**config.mk**
```make
export PLATFORM = sky130hd
export DESIGN_NAME = uart_rx_fifo
export DESIGN_NICKNAME = d
export VERILOG_FILES = /design/src/rtl/uart_rx_fifo.sv
export SDC_FILE = /design/constraint.sdc
export NUM_CORES = 1
export LEC_CHECK = 0
export ABC_CLOCK_PERIOD_IN_PS = 3000
export CORE_AREA = 2 2 104 126
export CTS_CLUSTER_DIAMETER = 50
export DETAILED_ROUTE_END_ITERATION = 10
export DIE_AREA = 0 0 106 128
export GPL_TIMING_DRIVEN = 0
export PLACE_DENSITY = 0.51
export SYNTH_ARGS = -nofsm -noshare
export SYNTH_HDL_FRONTEND = slang
export SYNTH_SLANG_ARGS = --single-unit
```
**constraint.sdc**
```tcl
create_clock -name clk -period 3 [get_ports clk]
set_input_delay 0.6 -clock clk [delete_from_list [all_inputs] [get_ports clk]]
set_output_delay 0.6 -clock clk [all_outputs]
set_load 0.01 [all_outputs]
```
**src/rtl/uart_rx_fifo.sv**
```systemverilog
// UART receive stage: 2-flop synchronizer, 8N1 deframer and a small byte FIFO
// whose head, status and sticky error flags feed the MMIO register decoder.
module uart_rx_fifo #(
    parameter int CLKS_PER_BIT = 521,
    parameter int FIFO_DEPTH   = 4
) (
    input  logic                          clk,
    input  logic                          reset,
    input  logic                          rx,
    input  logic                          rd_en,
    input  logic                          clr_err,
    output logic [7:0]                    rx_data,
    output logic                          rx_valid,
    output logic                          rx_full,
    output logic [$clog2(FIFO_DEPTH):0]   rx_count,
    output logic                          frame_err,
    output logic                          overrun
);

    localparam int PTR_W = $clog2(FIFO_DEPTH);
    localparam int BAUD_W = $clog2(CLKS_PER_BIT);
    localparam logic [BAUD_W-1:0] HALF_M1 = BAUD_W'(CLKS_PER_BIT / 2 - 1);
    localparam logic [BAUD_W-1:0] FULL_M1 = BAUD_W'(CLKS_PER_BIT - 1);
    localparam logic [PTR_W:0]    DEPTH_C = (PTR_W + 1)'(FIFO_DEPTH);

    typedef enum logic [2:0] {
        S_IDLE  = 3'd0,
        S_START = 3'd1,
        S_DATA  = 3'd2,
        S_STOP  = 3'd3,
        S_BREAK = 3'd4
    } state_t;

    state_t             state_q, state_d;
    logic [BAUD_W-1:0]  baud_q, baud_d;
    logic [2:0]         idx_q, idx_d;
    logic [7:0]         shreg_q, shreg_d;
    logic               meta_q, rxs_q;
    logic [PTR_W-1:0]   wr_ptr_q, rd_ptr_q;
    logic [PTR_W:0]     count_q, count_d;
    logic               frame_err_q, overrun_q;
    logic [7:0]         mem_q [FIFO_DEPTH];

    logic push, ferr_evt, pop, full, do_push, ovr_evt;

    always_comb begin
        state_d  = state_q;
        baud_d   = baud_q + 1'b1;
        idx_d    = idx_q;
        shreg_d  = shreg_q;
        push     = 1'b0;
        ferr_evt = 1'b0;
        case (state_q)
            S_IDLE: begin
                baud_d = '0;
                if (!rxs_q) state_d = S_START;
            end
            S_START: begin
                if (baud_q == HALF_M1) begin
                    baud_d  = '0;
                    idx_d   = '0;
                    state_d = rxs_q ? S_IDLE : S_DATA;
                end
            end
            S_DATA: begin
                if (baud_q == FULL_M1) begin
                    baud_d         = '0;
                    shreg_d[idx_q] = rxs_q;
                    idx_d          = idx_q + 1'b1;
                    if (idx_q == 3'd7) state_d = S_STOP;
                end
            end
            S_STOP: begin
                if (baud_q == FULL_M1) begin
                    baud_d = '0;
                    if (rxs_q) begin
                        push    = 1'b1;
                        state_d = S_IDLE;
                    end else begin
                        ferr_evt = 1'b1;
                        state_d  = S_BREAK;
                    end
                end
            end
            S_BREAK: begin
                // Stay here until the line returns high so a held-low break cannot look like a start bit.
                baud_d = '0;
                if (rxs_q) state_d = S_IDLE;
            end
            default: state_d = S_IDLE;
        endcase
    end

    assign pop     = rd_en && (count_q != '0);
    assign full    = (count_q == DEPTH_C);
    assign do_push = push && (!full || pop);
    assign ovr_evt = push && full && !pop;

    always_comb begin
        count_d = count_q;
        case ({do_push, pop})
            2'b10:   count_d = count_q + 1'b1;
            2'b01:   count_d = count_q - 1'b1;
            default: count_d = count_q;
        endcase
    end

    always_ff @(posedge clk or negedge reset) begin
        if (!reset) begin
            meta_q      <= 1'b1;
            rxs_q       <= 1'b1;
            state_q     <= S_IDLE;
            baud_q      <= '0;
            idx_q       <= '0;
            wr_ptr_q    <= '0;
            rd_ptr_q    <= '0;
            count_q     <= '0;
            frame_err_q <= 1'b0;
            overrun_q   <= 1'b0;
        end else begin
            meta_q   <= rx;
            rxs_q    <= meta_q;
            state_q  <= state_d;
            baud_q   <= baud_d;
            idx_q    <= idx_d;
            count_q  <= count_d;
            if (do_push) wr_ptr_q <= wr_ptr_q + 1'b1;
            if (pop)     rd_ptr_q <= rd_ptr_q + 1'b1;
            // A new error event takes priority over a clear in the same cycle.
            frame_err_q <= ferr_evt || (frame_err_q && !clr_err);
            overrun_q   <= ovr_evt  || (overrun_q   && !clr_err);
        end
    end

    always_ff @(posedge clk) begin
        shreg_q <= shreg_d;
        if (do_push) mem_q[wr_ptr_q] <= shreg_q;
    end

    assign rx_valid  = (count_q != '0);
    assign rx_full   = full;
    assign rx_count  = count_q;
    assign rx_data   = rx_valid ? mem_q[rd_ptr_q] : 8'h00;
    assign frame_err = frame_err_q;
    assign overrun   = overrun_q;

endmodule

```
Word-level counts from Yosys, hierarchy flattened

Memory sizes are Yosys's and may differ from the RTL's.
Index checks and enable logic that the tools add are counted.

Add/subtract/negate cells: 6
Reduce and logical (&&, ||, !) cells: 22
Eq/ne operators: 16
Magnitude comparators: 2
Multiplexer cells: 28

Operators by type and width:

| kind                                                 | number |
|---|---|
| one-hot mux 10 bit (3 select lines)                  | 1 |
| 2-to-1 mux 3 bit                                     | 9 |
| 2-to-1 mux 10 bit                                    | 2 |
| one-hot mux 3 bit (5 select lines)                   | 1 |
| inequality test 2 bit (second input constant)        | 6 |
| one-hot mux 3 bit (2 select lines)                   | 2 |
| adder 10 x 1 -> 10 bit (second input constant)       | 1 |
| == test 10 bit (second input constant)               | 1 |
| == test 10 x 9 -> 1 bit (second input constant)      | 1 |
| == test 3 bit (second input constant)                | 3 |
| 2-to-1 mux 1 bit                                     | 9 |
| bitwise mux 8 bit                                    | 1 |
| 2-to-1 mux 8 bit                                     | 1 |
| logical AND 1 bit                                    | 7 |
| adder 3 x 1 -> 3 bit (second input constant)         | 2 |
| == test 3 x 2 -> 1 bit (second input constant)       | 2 |
| AND reduction 6 bit                                  | 1 |
| adder 2 x 1 -> 2 bit (second input constant)         | 2 |
| < comparator 3 x 4 -> 1 bit (second input constant)  | 1 |
| nonzero test 2 bit                                   | 2 |
| OR reduction 2 bit                                   | 2 |
| demux 1 bit (select 3 bit)                           | 1 |
| == test 3 x 1 -> 1 bit (second input constant)       | 1 |
| >= comparator 3 x 1 -> 1 bit (second input constant) | 1 |
| other kinds (10)                                     | 14 |

Output and inout bits: 15
Memories: 1
Input bits: 5
Register bits: 35
Memory bits (writable): 32
Word-level logic and storage cells: 86

Memory list:

| name  | words | bits a word | rd ports | clocked after Yosys merged registers in | wr ports | line | RTL |
|---|---|---|---|---|---|---|---|
| mem_q | 4     | 8           | 1        | 0                                       | 1        | 42   | `logic [7:0] mem_q [FIFO_DEPTH];` |

Logic depth before layout (Yosys ltp)

Gate-level depths: netlist (run 1).

Word-level depth: 6
Depth in mapped cells: 11
Mapped depth without buffers: 10

Worst setup path after synthesis (run 1)

OpenSTA, ideal clock, no wires.

Path type: flip-flop to flip-flop
Start point: register baud_q[2]
End point: register count_q[1], in the netlist rx_count[1]
Buffers on the path: 1
Clock period less this slack: 2467 ps
Setup time: 121 ps
Cell stages (with the launch flop): 9
Slack: 533 ps
Arrival: 2346 ps
Data required time: 2879 ps
Cell sequence: dfrtp_1 > or3_4 > or4_4 > buf_6 > nand3_1 > inv_1 > fa_1 > o2111a_1 > o22a_1

Longest elaborated chain between the ends: 6
Elaborated cells between the ends (all ways): 8
Classes of those cells: 3 x eq/ne; 3 x mux; 2 x reduce/logical

Ends and longest elaborated chain:

| element                                                 | line | RTL |
|---|---|---|
| from (decl)                                             | 35   | `logic [BAUD_W-1:0] baud_q, baud_d;` |
| from (signal assigned)                                  | 124  | `baud_q <= baud_d;` |
| == test 10 bit *                                        | 74   | `if (baud_q == FULL_M1) begin` |
| 2-to-1 mux 1 bit *                                      | 74   |  |
| 2-to-1 mux 1 bit *                                      | 53   | `case (state_q)` |
| logical AND 1 bit *                                     | 96   | `assign do_push = push && (!full \|\| pop);` |
| == test 2 x 1 -> 1 bit or == test 2 bit (tied branches) | 101  | `case ({do_push, pop})` |
| one-hot mux 3 bit (2 select lines) *                    | 101  |  |
| net count_d[1]                                          | 40   | `logic [PTR_W:0] count_q, count_d;` |
| to (signal assigned)                                    | 126  | `count_q <= count_d;` |
| to (decl)                                               | 40   |  |

The timed path passes the listed nets; every way through them passes the cells marked *.
A chain may end at the register's enable or synchronous reset.

Worst setup path in the final report (run 1)

Start point: register baud_q[0]
End point: memory mem_q[0][1], enable pin

Longest elaborated chain between the ends: 6

Ends and longest elaborated chain:

| element                                | line | RTL |
|---|---|---|
| == test 10 bit                         | 74   |  |
| 2-to-1 mux 1 bit                       | 74   |  |
| 2-to-1 mux 1 bit                       | 53   |  |
| logical AND 1 bit                      | 96   |  |
| 2-to-1 mux 1 bit                       | 137  | `if (do_push) mem_q[wr_ptr_q] <= shreg_q;` |
| 2-to-1 mux 1 bit (not written as such) | 137  |  |
| to (decl)                              | 42   |  |

Every way passes these cells.

==> metrics, run 1 <==
antenna cells 0; most frequent cells after synthesis 40 x edfxtp_1, 25 x dfrtp_1, 20 x nor2_1; Net Sw Frac 0.1818; Pleak 1.353 nW; maximum buffer depth of the clock tree 2; relative slew slack 0.5609; Final ANT Viol Nets 0; GP Congestion 0.7534; pin count of the biggest net entering global routing 28; Startpoint Class flip-flop; CTS H-tree depth 3; Critical Path Sink Type flip-flop; Area after DPL 0.003423 mm^2; Least-Margin Pin Slew 658.6 ps; CTS Buf Count 9; core box area 0.01244 mm^2; clock power share 0.521; Vias 1734; clock transition at the registers of the reported paths 50 ps; Flop pwr share 0.470; layout filler cell count 1238; final period utilization 0.9197; Max Cap Viol 0; post-route insts no fill 418; Die H 128 um; CTS tree yes; input/output buffers 18; final core occ 0.2993; fmax 362.4 MHz; NetSw 0.3785 mW; asr flop ratio synth 0.4030; biggest area consumer among synthesized cells edfxtp_1; initial DRC count 59; total wire length 5368 um; Synth top area share 0.3954; sequential fraction of the synthesis area 0.6186; site row count 45; Slew Viols, Final 0; Via density 4.148; R2R Setup Slk 240 ps; setup TNS 0 ps; post-detail-place hpwl 3720 um; Pwr Density 558.8 mW/mm^2; most frequent cell after synthesis edfxtp_1; Die W 106 um; clock period minus worst slack 2759 ps; register bit count reported by yosys 67; WP data arrival 2730 ps; clock sink total 67; r2r endpoint mem_q[0][1]$_DFFE_PP_; Critical Path RT 2970 ps; post-synthesis cell type count 47; clock skew 6.865 ps; Layout Nets 263; yosys warns 0; fin area 0.003725 mm^2; Post-Syn Instances 221; cell-internal power 1.703 mW; Worst Path Max Fanout 8; outcome completed; share of post-route cells with drive strength above 1 0.1417; Synth Flop Type edfxtp_1; first-pass detailed-route iteration total 4; GRT Total Usage 0.08653; Layout Area Growth over Synthesis 22.61%; I/O pins 20; drt drc 0; Final Setup Violations 0; reg2reg start baud_q[0]$_DFF_PN0_; Die ar. 0.01357 mm^2; routed len/inst 12.84 um; endpoints failing hold 0; Worst Setup Path Type flip-flop to flip-flop; power share of the combinational group 0.009; Post-Syn Area 0.003038 mm^2; cell count of the worst reg-to-reg path 6; placed cell count 403; Hold WC Path Type primary input to asynchronous set/reset pin; starting density of the core 0.2441; initial antenna violation count 0; Post-synth EDFFs 40; synth top area cells edfxtp_1 40%, dfrtp_1 21%, mux4_2 5.9%; Worst-Skew Late Latency 320 ps; clk root buf clkbuf_16; RSZ-0062 raised after global routing no; Syn Area/Cell 13.75 um^2; global-route wire length before repair 8790 um; Post-Syn Nets 235; vias in the first global route 1721; global route overflow 0; VDD IR max 0.2575 mV
[registers in the layout, indices dropped and copies added, names as in the netlist]
signal,count
mem_q,32
rxs_q,1
wr_ptr_q,2
overrun,1
shreg_q,8
state_q,3
rx_count,3
idx_q,3
frame_err,1
baud_q,10
rd_ptr_q,2
meta_q,1
[kinds of logic after synthesis]
kind of cell	Yosys count	synth area share
and+or+nand+nor	87	0.1598
DFF	67	0.6186
AOI/OAI and AO/OA	18	0.04160
buffers and inverters	18	0.03459
xor gates and xnor gates	14	0.04654
adders and majority gates	9	0.03954
muxes	8	0.05931
[routing by layer]
| metal | track usage | part of all wire | vias up |
|---|---|---|---|
| li1 | - | - | 862 |
| met1 | 0.1001 | 0.45 | 840 |
| met2 | 0.1454 | 0.51 | 24 |
| met3 | 0.02593 | 0.027 | 8 |
| met4 | 0.04412 | 0.017 | 0 |
| met5 | 0 | 0 | - |
[power by group through the flow]
| stage | Clock (mW) | Sequential (mW) | Combinational, mW |
|---|---|---|---|
| floorplan | 0 | 0.994 | 0.00763 |
| detailed placement | 0 | 0.995 | 0.0211 |
| global placement | 0 | 0.995 | 0.0205 |
| global route | 1.16 | 0.977 | 0.0221 |
| CTS | 1.12 | 0.977 | 0.0211 |
| finish | 1.08 | 0.978 | 0.0192 |
[worst max-delay path by stage]
stage                              endpoint  depth (start not counted)                    start  slack [ps]
floorplan           rx_count[1]$_DFFE_PN0P_                          8      baud_q[2]$_DFF_PN0_         530
global placement                 rx_data[4]                          4  rd_ptr_q[0]$_DFFE_PN0P_         200
detailed placement    mem_q[0][6]$_DFFE_PP_                          6      baud_q[0]$_DFF_PN0_         160
CTS                              rx_data[4]                          3  rd_ptr_q[0]$_DFFE_PN0P_          50
global route          mem_q[3][0]$_DFFE_PP_                          6      baud_q[0]$_DFF_PN0_          70
finish                mem_q[0][1]$_DFFE_PP_                          6      baud_q[0]$_DFF_PN0_         240
[cell usage in the layout (no fill, tap or decap), drive strengths merged, types with 3 or more instances in the layout]
cell / synthesis / final
and2: 14 / 14
and3: 3 / 3
buf: 3 / 4
clkbuf: 5 / 14
clkdlybuf4s50: 0 / 17
clkinv: 0 / 3
dfrtp: 25 / 25
edfxtp: 40 / 40
ha: 8 / 8
inv: 9 / 9
mux4: 8 / 8
nand2: 13 / 13
nand2b: 6 / 6
nand3: 7 / 7
nand4b: 4 / 4
nor2: 20 / 20
nor3: 6 / 6
o21ai: 3 / 3
o22ai: 4 / 4
or3: 3 / 3
xnor2: 9 / 9
xor2: 5 / 5
[through the flow]
step                      hold WS (ps)  total power [mW]  setup WS, ps
final                            297.5             2.082         241.0
after floorplan                  304.4             1.002         532.9
after detailed placement         352.6             1.016         163.3
after global placement           349.4             1.016         198.0
after global routing             362.8             2.157         66.58
after CTS                        360.6             2.117         46.71
[final cells by class]
type                            count  area, um^2  share of cell area
Inverter                            9       33.78            0.009070
Timing Repair Buffer               18       175.2             0.04703
Multi-Input combinational cell    136        1054              0.2828
Clock inverter                      6       80.08             0.02150
Buffer                              8       67.56             0.01814
Tap cell                          164       205.2             0.05509
Sequential cell                    67        1881              0.5049
Clock buffer                       10       229.0             0.06147
[worst max-delay path, cell delays in order (launching register included)]
cell,delay (ps)
dfrtp_1,410
inv_1,70
ha_1,140
nand4b_1,270
or3_2,550
nor3b_2,460
and2_1,500
[repair_timing]
| item | 4_1_cts | 5_1_grt |
|---|---|---|
| endpoints found under the setup margin | 8 | 2 |
| gates cloned | 0 | 0 |
| hold buffers | 0 | 0 |
| resized for setup | 0 | 1 |
| buffers inserted | 0 | 0 |
(Power assumes the default switching activity.)
==> run 2: changes to the inputs <==
- CORE_AREA: 2 2 104 126 -> 2 2 71 86
- DIE_AREA: 0 0 106 128 -> 0 0 73 88
- PLACE_DENSITY: 0.51 -> 0.85
==> metrics, run 2 (synthesis gave the netlist of run 1 again) <==
outcome completed (unchanged); site row count 30 (was 45); Critical Path Sink Type primary output (was flip-flop); relative slew slack 0.5836 (was 0.5609); vias in the first global route 1792 (was 1721); most frequent cells in the layout 40 x edfxtp_1, 24 x dfrtp_1, 20 x nor2_1, 17 x clkdlybuf4s50_1 (unchanged); Least-Margin Pin Slew 624.6 ps (was 658.6 ps); busiest grt layer met2 (unchanged); pin count of the biggest net entering global routing 28 (unchanged); Final Setup Violations 0 (unchanged); Largest register FFs 32 (unchanged); Worst Setup Path Type flip-flop to primary output (was flip-flop to flip-flop); crit-path cells buf_1 > mux4_2 > and2_1 > clkdlybuf4s50_1 (was inv_1 > ha_1 > nand4b_1 > or3_2 > nor3b_2 > and2_1); input/output buffers 18 (unchanged); Hold WC Path Type primary input to asynchronous set/reset pin (unchanged); Slew Viols, Final 0 (unchanged); post-route insts no fill 318 (was 418); GR Layer Usage met2 0.3079 (was 0.1454); clock transition at the registers of the reported paths 80 ps (was 50 ps); maximum buffer depth of the clock tree 2 (unchanged); GRT Total Usage 0.1793 (was 0.08653); CTS tree yes (unchanged); antenna cells 0 (unchanged); global route overflow 0 (unchanged); Pwr Density 517.1 mW/mm^2 (was 558.8 mW/mm^2); Largest stage delay, worst path 470 ps (was 550 ps); clk root buf clkbuf_8 (was clkbuf_16); Pleak 1.311 nW (was 1.353 nW); setup TNS 0 ps (unchanged); Die H 88 um (was 128 um); cell family with the largest share of critical-path delay buffers and inverters (was simple AND/OR/NAND/NOR gates); CTS Buf Count 9 (unchanged); Layout Nets 263 (unchanged); I/O pins 20 (unchanged); R2R Setup Slk 350 ps (was 240 ps); total wire length 4993 um (was 5368 um); initial antenna violation count 0 (unchanged); Max Cap Viol 0 (unchanged); footprint of the multi-input gates 0.001054 mm^2 (unchanged); final period utilization 0.9105 (was 0.9197); initial DRC count 169 (was 59); Final ANT Viol Nets 0 (unchanged); GP Congestion 0.7892 (was 0.7534); share of post-route cells with drive strength above 1 0.1535 (was 0.1417); Die W 73 um (was 106 um); clock period minus worst slack 2732 ps (was 2759 ps); core box area 0.005593 mm^2 (was 0.01244 mm^2); routed len/inst 15.70 um (was 12.84 um); Hold WS 272.2 ps (was 297.5 ps); biggest regs mem_q x32, baud_q x10, shreg_q x8 (unchanged); r2r endpoint mem_q[3][6]$_DFFE_PP_ (was mem_q[0][1]$_DFFE_PP_); final core occ 0.6286 (was 0.2993); VDD IR max 0.2611 mV (was 0.2575 mV); drt drc 0 (unchanged); post-detail-place hpwl 3407 um (was 3720 um); global-route wire length before repair 8487 um (was 8790 um); Via density 5.538 (was 4.148); placed cell count 303 (was 403); Critical path buffers and inverters 2 (was 1); Startpoint Class flip-flop (unchanged); CTS Hold Bufs 0 (unchanged); fmax 366.1 MHz (was 362.4 MHz); RSZ-0062 raised after global routing no (unchanged); clock sink total 67 (unchanged); WP data arrival 2130 ps (was 2730 ps); starting density of the core 0.5432 (was 0.2441); met3 Use GR 0.04143 (was 0.02593); layout filler cell count 413 (was 1238); clock skew 7.769 ps (was 6.865 ps); Die ar. 0.006424 mm^2 (was 0.01357 mm^2); Largest Register mem_q (unchanged); Worst Path Max Fanout 9 (was 8); Critical Path RT 2400 ps (was 2970 ps); first-pass detailed-route iteration total 4 (unchanged); Worst-Skew Late Latency 340 ps (was 320 ps); cell count of the worst reg-to-reg path 6 (unchanged); CTS H-tree depth 3 (unchanged); endpoints failing hold 0 (unchanged); commonest non-fill, non-tap cell in the layout edfxtp_1 (unchanged); Layout Area Growth over Synthesis 15.73% (was 22.61%); slowest stage cell, crit path clkdlybuf4s50_1 (was or3_2); storage element area 0.001881 mm^2 (unchanged); grt met1 use 0.2071 (was 0.1001); Vias 1761 (was 1734); reg2reg start baud_q[0]$_DFF_PN0_ (unchanged)
[run 2: cell types whose count changed in the layout (fill, tap and decap cells not counted), sizes merged]
cell	change
clkinvlp	+1
clkbuf	-1
clkinv	-1
inv	+1
[run 2: layout make-up]
| type | count | share of cell area |
|---|---|---|
| Sequential cell | 67 | 0.5349 |
| Tap cell | 64 | 0.02278 |
| Inverter | 9 | 0.009609 |
| Multi-Input combinational cell | 136 | 0.2996 |
| Buffer | 8 | 0.01922 |
| Clock buffer | 9 | 0.03523 |
| Clock inverter | 7 | 0.02883 |
| Timing Repair Buffer | 18 | 0.04982 |
[run 2: worst max-delay path by stage]
stage                                       start                      end  cells past startpoint
final                     rd_ptr_q[1]$_DFFE_PN0P_               rx_data[0]                      4
after global routing      rd_ptr_q[1]$_DFFE_PN0P_               rx_data[0]                      4
after CTS                 rd_ptr_q[0]$_DFFE_PN0P_               rx_data[0]                      3
after detailed placement  rd_ptr_q[0]$_DFFE_PN0P_               rx_data[5]                      4
after global placement    rd_ptr_q[0]$_DFFE_PN0P_               rx_data[3]                      4
after floorplan               baud_q[2]$_DFF_PN0_  rx_count[1]$_DFFE_PN0P_                      8
[run 2: power by group]
part | internal, mW | leakage, nW | switching, mW | total [mW]
sequential | 0.973 | 0.713 | 0.00256 | 0.975
combinational | 0.00881 | 0.492 | 0.00974 | 0.0186
clock | 0.473 | 0.106 | 0.352 | 0.824
[run 2: per-layer routing]
layer,share of wire,up-vias
li1,-,854
met3,0.031,13
met2,0.52,40
met4,0.027,0
met5,0,-
met1,0.42,854
[run 2: repair_timing]
action,CTS,global route
gates resized for setup,0,1
setup endpoints to repair,8,8
hold endpoints to repair,0,0
buffers inserted,0,0
[run 2: stage by stage]
step / total power, mW / setup WS (ps) / cell area, um^2
3_3_place_gp: 1.015 / 250.8 / 3298
2_1_floorplan: 1.002 / 532.9 / 3038
3_5_place_dp: 1.015 / 245.4 / 3298
6_report: 1.818 / 268.5 / 3516
5_1_grt: 1.870 / 144.8 / 3516
4_1_cts: 1.834 / 58.89 / 3520
==> run 3: changes to the inputs <==
- ABC_CLOCK_PERIOD_IN_PS: 3000 -> 3370
- REMOVE_ABC_BUFFERS: unset -> 1
- SLEW_MARGIN: unset -> 0
- clock period: 3 -> 3.37 ns (I/O delays scaled with it)
==> metrics, run 3 (synthesis gave the netlist of run 1 again) <==
outcome completed (unchanged); CTS tree yes (unchanged); clock sink total 67 (unchanged); setup TNS 0 ps (unchanged); starting density of the core 0.5432 (unchanged); Layout Nets 256 (was 263); Final Power 1.676 mW (was 1.818 mW); Slew Viols, Final 0 (unchanged); Startpoint Class flip-flop (unchanged); Die W 73 um (unchanged); input/output buffers 19 (was 18); Least-Margin Pin Slew 601.8 ps (was 624.6 ps); GRT Total Usage 0.1704 (was 0.1793); relative slew slack 0.5988 (was 0.5836); VDD IR max 0.2461 mV (was 0.2611 mV); site row count 30 (unchanged); RSZ-0062 raised after global routing no (unchanged); vias in the first global route 1683 (was 1792); Die ar. 0.006424 mm^2 (unchanged); clock transition at the registers of the reported paths 80 ps (about the same); maximum buffer depth of the clock tree 2 (unchanged); routed len/inst 15.50 um (was 15.70 um); CTS Hold Bufs 0 (unchanged); Critical Path RT 2700 ps (was 2400 ps); Die H 88 um (unchanged); total wire length 4820 um (was 4993 um); CTS H-tree depth 3 (unchanged); Pwr Density 482.6 mW/mm^2 (was 517.1 mW/mm^2); antenna cells 0 (unchanged); final period utilization 0.8765; first-pass detailed-route iteration total 4 (unchanged); pin count of the biggest net entering global routing 28 (unchanged); global-route wire length before repair 8024 um (was 8487 um); initial DRC count 84 (was 169); initial antenna violation count 0 (unchanged); GP Congestion 0.7481 (was 0.7892); endpoints failing hold 0 (unchanged); Worst Path Max Fanout 10 (was 9); Worst Setup Path Type flip-flop to primary output (unchanged); postcts setup bufs 0 (unchanged); Via density 5.527 (was 5.538); fmax 338.5 MHz; Worst-Skew Late Latency 340 ps (about the same); WP data arrival 2280 ps (was 2130 ps); footprint of the multi-input gates 0.001054 mm^2 (unchanged); drt drc 0 (unchanged); biggest regs mem_q x32, baud_q x10, shreg_q x8 (unchanged); Largest register FFs 32 (unchanged); commonest non-fill, non-tap cell in the layout edfxtp_1 (unchanged); dpl ws 587.0 ps (was 245.4 ps); clk root buf clkbuf_8 (unchanged); Final ANT Viol Nets 0 (unchanged); clock skew 10.56 ps (was 7.769 ps); core box area 0.005593 mm^2 (unchanged); Layout Area Growth over Synthesis 14.29% (was 15.73%); Largest Register mem_q (unchanged); Critical Path Sink Type primary output (unchanged); Setup WS post-layout 416.1 ps (was 268.5 ps); most frequent cells in the layout 40 x edfxtp_1, 25 x dfrtp_1, 20 x nor2_1, 18 x clkdlybuf4s50_1 (was 40 x edfxtp_1, 24 x dfrtp_1, 20 x nor2_1, 17 x clkdlybuf4s50_1); Max Cap Viol 0 (unchanged); global route overflow 0 (unchanged); Hold WC Path Type primary input to asynchronous set/reset pin (unchanged); CTS Buf Count 9 (unchanged); post-detail-place hpwl 3336 um (was 3407 um); Final Setup Violations 0 (unchanged); clock period minus worst slack 2954 ps; Pleak 1.295 nW (was 1.311 nW); layout filler cell count 429 (was 413); storage element area 0.001879 mm^2 (was 0.001881 mm^2); I/O pins 20 (unchanged); Vias 1719 (was 1761); # resized after CTS 0 (unchanged); share of post-route cells with drive strength above 1 0.1377 (was 0.1535)
## run 3: power by group
group	switching (mW)	internal, mW	total (mW)
registers	0.00223	0.866	0.868
logic	0.00841	0.00435	0.0128
clock network	0.305	0.490	0.795
## run 3: path summary, 6_finish.rpt
kind                                         start                       to  slack (ps)  cells after the start
setup / recovery           rd_ptr_q[0]$_DFFE_PN0P_               rx_data[0]         420                      3
hold / removal                               reset  rx_count[2]$_DFFE_PN0P_         340                      1
setup reg to reg               baud_q[0]$_DFF_PN0_    mem_q[3][5]$_DFFE_PP_         690                      6
hold reg to reg                   meta_q$_DFF_PN1_          rxs_q$_DFF_PN1_         360                      0
max in group asynchronous                    reset  wr_ptr_q[1]$_DFFE_PN0P_        2630                      1
min in group clk                  meta_q$_DFF_PN1_          rxs_q$_DFF_PN1_         360                      0
## run 3: area by class of cell
class,instances,area share
Multi-Input combinational cell,136,0.3034
Clock buffer,9,0.03568
Sequential cell,67,0.5413
Clock inverter,7,0.03351
Tap cell,64,0.02306
Inverter,9,0.009730
Timing Repair Buffer,19,0.05333
## run 3: critical path, cell delays in order, from the launching register on
cell             delay, ps
dfrtp_1                720
mux4_2                 580
and2_1                 170
clkdlybuf4s50_1        470
## run 3: per-stage QoR
stage	utilization	hold slack (ps)	cell area [um^2]	cells
after floorplan	-	345.2	2967	212
after global placement	0.5787	346.4	3237	295
after detailed placement	0.5787	346.8	3237	295
after CTS	0.6217	356.8	3477	311
after global routing	0.6208	362.6	3472	311
final	0.6208	338.1	3472	311
## run 3: routing by layer
layer	up-vias	wire (um)	GRT usage
li1	839	-	-
met2	25	2593	0.2899
met3	9	118	0.04488
met1	846	2006	0.1995
met5	-	0	0
met4	0	102	0.08081
